File: src/rtl/fanin_rr_flag_ctrl.sv
// -----------------------------------------------------------------------------
// fanin_rr_flag_ctrl
//
// Priority controller for a binary tree of 2-input round-robin fan-in nodes.
// It produces the per-level RR_FLAG vector that steers every node so that the
// master whose index equals RR_FLAG_o always wins when it requests.
//
// The pointer advances on every accepted transfer at the tree root. A
// per-master wait counter detects masters stalled for MAX_WAIT cycles. The
// FSM then forces the pointer onto the lowest-index starving master until
// that master is granted or withdraws its request.
//
// Ports:
//   clk, rst       clock, synchronous active-high reset
//   req_i, gnt_i   per-master leaf request / grant
//   data_req_i     tree root request
//   data_gnt_i     tree root grant from the slave
//   lock_i         atomic/burst hold: freezes the pointer and the FSM
//   RR_FLAG_o      priority vector, bit k steers tree level k
//   starve_o       high while a starving master is being forced
//   starve_id_o    index of the forced master
//   starve_cnt_o   saturating count of starvation entries
// -----------------------------------------------------------------------------
module fanin_rr_flag_ctrl #(
  parameter int N_MASTER   = 8,
  parameter int LOG_MASTER = $clog2(N_MASTER),
  parameter int MAX_WAIT   = 16,
  parameter int CNT_WIDTH  = 8
) (
  input  logic                  clk,
  input  logic                  rst,
  input  logic [N_MASTER-1:0]   req_i,
  input  logic [N_MASTER-1:0]   gnt_i,
  input  logic                  data_req_i,
  input  logic                  data_gnt_i,
  input  logic                  lock_i,
  output logic [LOG_MASTER-1:0] RR_FLAG_o,
  output logic                  starve_o,
  output logic [LOG_MASTER-1:0] starve_id_o,
  output logic [15:0]           starve_cnt_o
);

  localparam logic [CNT_WIDTH-1:0] MAX_CNT = CNT_WIDTH'(MAX_WAIT);

  typedef enum logic {
    S_RR     = 1'b0,
    S_STARVE = 1'b1
  } state_t;

  state_t                state;
  logic [LOG_MASTER-1:0] ptr;
  logic [LOG_MASTER-1:0] starve_id;
  logic [15:0]           starve_cnt;
  logic [CNT_WIDTH-1:0]  wait_cnt [N_MASTER];

  logic                  victim_vld;
  logic [LOG_MASTER-1:0] victim_id;
  logic                  acc;

  function automatic logic [CNT_WIDTH-1:0] wait_inc(input logic [CNT_WIDTH-1:0] c);
    return (c >= MAX_CNT) ? MAX_CNT : c + CNT_WIDTH'(1);
  endfunction

  function automatic logic [15:0] entry_inc(input logic [15:0] c);
    return (c == 16'hFFFF) ? c : c + 16'(1);
  endfunction

  assign acc = data_req_i & data_gnt_i;

  // Lowest saturated counter wins: scan from the top so the lowest index
  // overwrites any higher one.
  always_comb begin
    victim_vld = 1'b0;
    victim_id  = '0;
    for (int m = N_MASTER - 1; m >= 0; m--) begin
      if (wait_cnt[m] == MAX_CNT) begin
        victim_vld = 1'b1;
        victim_id  = LOG_MASTER'(m);
      end
    end
  end

  always_ff @(posedge clk) begin
    if (rst) begin
      state      <= S_RR;
      ptr        <= '0;
      starve_id  <= '0;
      starve_cnt <= '0;
      for (int m = 0; m < N_MASTER; m++) begin
        wait_cnt[m] <= '0;
      end
    end else begin
      // Wait counters track stalls independently of the FSM and of lock_i;
      // a grant, even without a request, clears the counter.
      for (int m = 0; m < N_MASTER; m++) begin
        wait_cnt[m] <= (req_i[m] && !gnt_i[m]) ? wait_inc(wait_cnt[m]) : '0;
      end

      if (!lock_i) begin
        case (state)
          S_RR: begin
            // Starvation takes precedence over a root accept in the same cycle.
            if (victim_vld) begin
              state      <= S_STARVE;
              ptr        <= victim_id;
              starve_id  <= victim_id;
              starve_cnt <= entry_inc(starve_cnt);
            end else if (acc) begin
              ptr <= ptr + LOG_MASTER'(1);
            end
          end
          S_STARVE: begin
            // Leave once the victim is served or gives up; resume rotation
            // just past it. Other saturated masters are picked up from RR.
            if (gnt_i[starve_id] || !req_i[starve_id]) begin
              state <= S_RR;
              ptr   <= starve_id + LOG_MASTER'(1);
            end
          end
          default: state <= S_RR;
        endcase
      end
    end
  end

  assign RR_FLAG_o    = ptr;
  assign starve_o     = (state == S_STARVE);
  assign starve_id_o  = starve_id;
  assign starve_cnt_o = starve_cnt;

endmodule

File: config.mk
export PLATFORM = sky130hd
export DESIGN_NAME = fanin_rr_flag_ctrl
export DESIGN_NICKNAME = d
export VERILOG_FILES = /design/src/rtl/fanin_rr_flag_ctrl.sv
export SDC_FILE = /design/constraint.sdc
export NUM_CORES = 1
export LEC_CHECK = 0
export BUFFER_PORTS_ARGS = -buffer_cell sky130_fd_sc_hd__buf_2
export CAP_MARGIN = 25
export CORE_UTILIZATION = 45
export DETAILED_ROUTE_END_ITERATION = 12
export GPL_TIMING_DRIVEN = 1
export HOLD_SLACK_MARGIN = 0.12
export PLACE_DENSITY = 0.62
export SYNTH_ARGS = -nofsm -noshare
export SYNTH_HDL_FRONTEND = slang
export SYNTH_SLANG_ARGS = --single-unit
File: constraint.sdc
create_clock -name clk -period 7.1 [get_ports clk]
set_input_delay 0.355 -clock clk [delete_from_list [all_inputs] [get_ports clk]]
set_output_delay 0.355 -clock clk [all_outputs]
set_load 0.005 [all_outputs]
==> reports/qor.csv <==
metric,value,unit
critical_path_required,7.32,ns
max_slew.worst_pin.slew,0.655,ns
max_freq,389,MHz
post_drt_via_cell_ratio,5.03,
nets,490,
p_leak,0.00172,uW
yosysMostFrequentCell,dfxtp_1,
layout-drive-gt1-share,15.2,%
syn_avg_cell_area,9.59,um2
cts_hold_buf,0,
cts_sinks,87,
wire_per_inst,12.1,um
drt_first_iter_violations,74,
grt_max_degree,36,
gr-total-overflow,0,
timing.final.crit_share,36.2,%
outcome,finished clean,
grt.total_usage,17.6,%
synth_top_area_cell,dfxtp_1,
cts_tree,yes,
synth_top_cell_area_share,47.7,%
grt_util_met2,29.0,%
maxSlewViolCount,0,
fin_util,54.6,%
rows,32,
ys_async_sr_fraction,0,%
yosysUniqueCellTypes,55,
synth_seq_area_share,47.7,%
skew,0.00713,ns
io_pins,44,
hold_class,in -> reg,
syn_to_final_growth,16.6,%
ir_worst_vdd,0.0996,mV
setup_violations,0,
insertion_delay,0.35,ns
start_util,46.8,%
timing.slew.headroom,56.3,%
grt_pass1_vias,2683,
worst_setup_path_end_kind,flip-flop,
rsz0062_at_grt,no,
post-cts-setup-buffers,0,
yosys-top-cells-count,"dfxtp_1 (87), nor2_1 (46), inv_1 (23), nand3_1 (23), nand2_1 (22)",
cp.arrival,2.79,ns
synth_seq_cells,87,
synth_area_leaders,"dfxtp_1 (48%), ha_1 (6.5%), nor2_1 (4.7%)",
busiest_layer,met2,
port_buffers,43,
maxCapViolCount,0,
ctsLongestPathBuffers,2,
synth-main-ff-cell,dfxtp_1,
synth_edf_count,0,
dpl.hpwl,4980,um
cts_buffers,9,
dieWidth,92.1,um
dieArea,8480,um2
cts.reportedPaths.clkPinSlew,0.08,ns
drc,0,
hold_viol_final,0,
fin_tns_setup,0,ns
core_area,7810,um2
critPathLaunchType,flip-flop,
dpl_worst_slack,4.56,ns
worstSetupPathType,reg -> reg,
synth_cells,381,
powerDensity,217,nW/um2
setup_ws,4.53,ns
grt_pass1_wl,11700,um
antenna_found_initial,0,
place.gp.congestion,0.807,
first_pass_iters,4,
use_met3,3.81,%
whs,0.292,ns
synth.cell_area,3650,um2
htree_levels,3,
met1_usage,21.5,%
die_h,92.1,um
min_period,2.57,ns
wl,6710,um
ant_nets,0,
cp_max_fo,10,
fin_total_pwr,925,uW
vias,2800,
num_antenna_cells,0,
root_buffer,clkbuf_8,
yosysWarnings,0,
ctsResizeCount,0,
-- sequential cells by signal, indices dropped and copies added, names as in the netlist --
| register | flops |
|---|---|
| starve_o | 1 |
| starve_id_o | 3 |
| starve_cnt_o | 16 |
| RR_FLAG_o | 3 |
| wait_cnt | 64 |
-- worst max-delay path, cell delays in order (launching register included) --
cell and delay [ns]:
dfxtp_1 0.37, inv_1 0.06, ha_1 0.18, or4bb_1 0.19, nor2_1 0.05, or4_1 0.76, o21ai_0 0.54, mux2i_1 0.24
nor2_1 0.05
-- path summary, 6_finish.rpt --
kind / from / end / slack (ns) / cells past startpoint
worst min register to register: wait_cnt[1][8]$_SDFF_PP0_ / wait_cnt[1][8]$_SDFF_PP0_ / 0.46 / 1
worst max-delay path: wait_cnt[1][0]$_SDFF_PP0_ / starve_id_o[1]$_SDFFE_PP0P_ / 4.53 / 8
worst min-delay path: lock_i / starve_o$_SDFFE_PP0N_ / 0.29 / 3
worst max register to register: wait_cnt[1][0]$_SDFF_PP0_ / starve_id_o[1]$_SDFFE_PP0P_ / 4.53 / 8
-- final cells by class --
class,instances,area (um2)
clock buffers,11,141
fillers,730,3550
multi-input cells,286,1870
clock inverters,5,81.3
well taps,102,128
repair buffers,43,215
flip-flops and latches,87,1740
inverters,23,86.3
-- cell families after synthesis --
kind of cell	after synthesis	synth area share (%)
simple gates	165	24.8
flops	87	47.7
compound gates	54	11.0
buf+inv	31	3.60
xor+xnor	20	4.80
fa+ha+maj	19	6.51
mux	4	1.44
other cells	1	0.103
-- through the flow --
stage,instances,cell area (um2)
after detailed placement,541,4040
after global placement,541,4040
final,557,4260
after CTS,557,4260
after floorplan,404,3740
after global routing,557,4260
-- power breakdown --
group          switching, uW  total, uW  internal, uW
combinational           23.7       41.8          18.1
clock                    170        378           208
sequential              6.27        505           499
-- metal layers --
| layer | up-vias | wire, um |
|---|---|---|
| met5 | - | 0 |
| met4 | 0 | 138 |
| met3 | 12 | 238 |
| met2 | 46 | 3070 |
| li1 | 1463 | - |
| met1 | 1279 | 3270 |
-- cell usage in the layout, fill, tap and decap left out, types with 6 or more instances in the layout --
| cell | netlist | final |
|---|---|---|
| a21boi_0 | 6 | 6 |
| a21oi_1 | 14 | 14 |
| and3_1 | 10 | 10 |
| buf_2 | 0 | 43 |
| clkbuf_8 | 0 | 10 |
| conb_1 | 1 | 24 |
| dfxtp_1 | 87 | 87 |
| ha_1 | 19 | 19 |
| inv_1 | 23 | 23 |
| nand2_1 | 22 | 22 |
| nand3_1 | 23 | 23 |
| nand4_1 | 6 | 6 |
| nor2_1 | 46 | 46 |
| nor3_1 | 7 | 7 |
| nor4_1 | 6 | 6 |
| o21ai_0 | 11 | 11 |
| or3_1 | 11 | 11 |
| xnor2_1 | 9 | 9 |
| xor2_1 | 11 | 11 |
No activity file was read; power rests on OpenSTA's default activity.
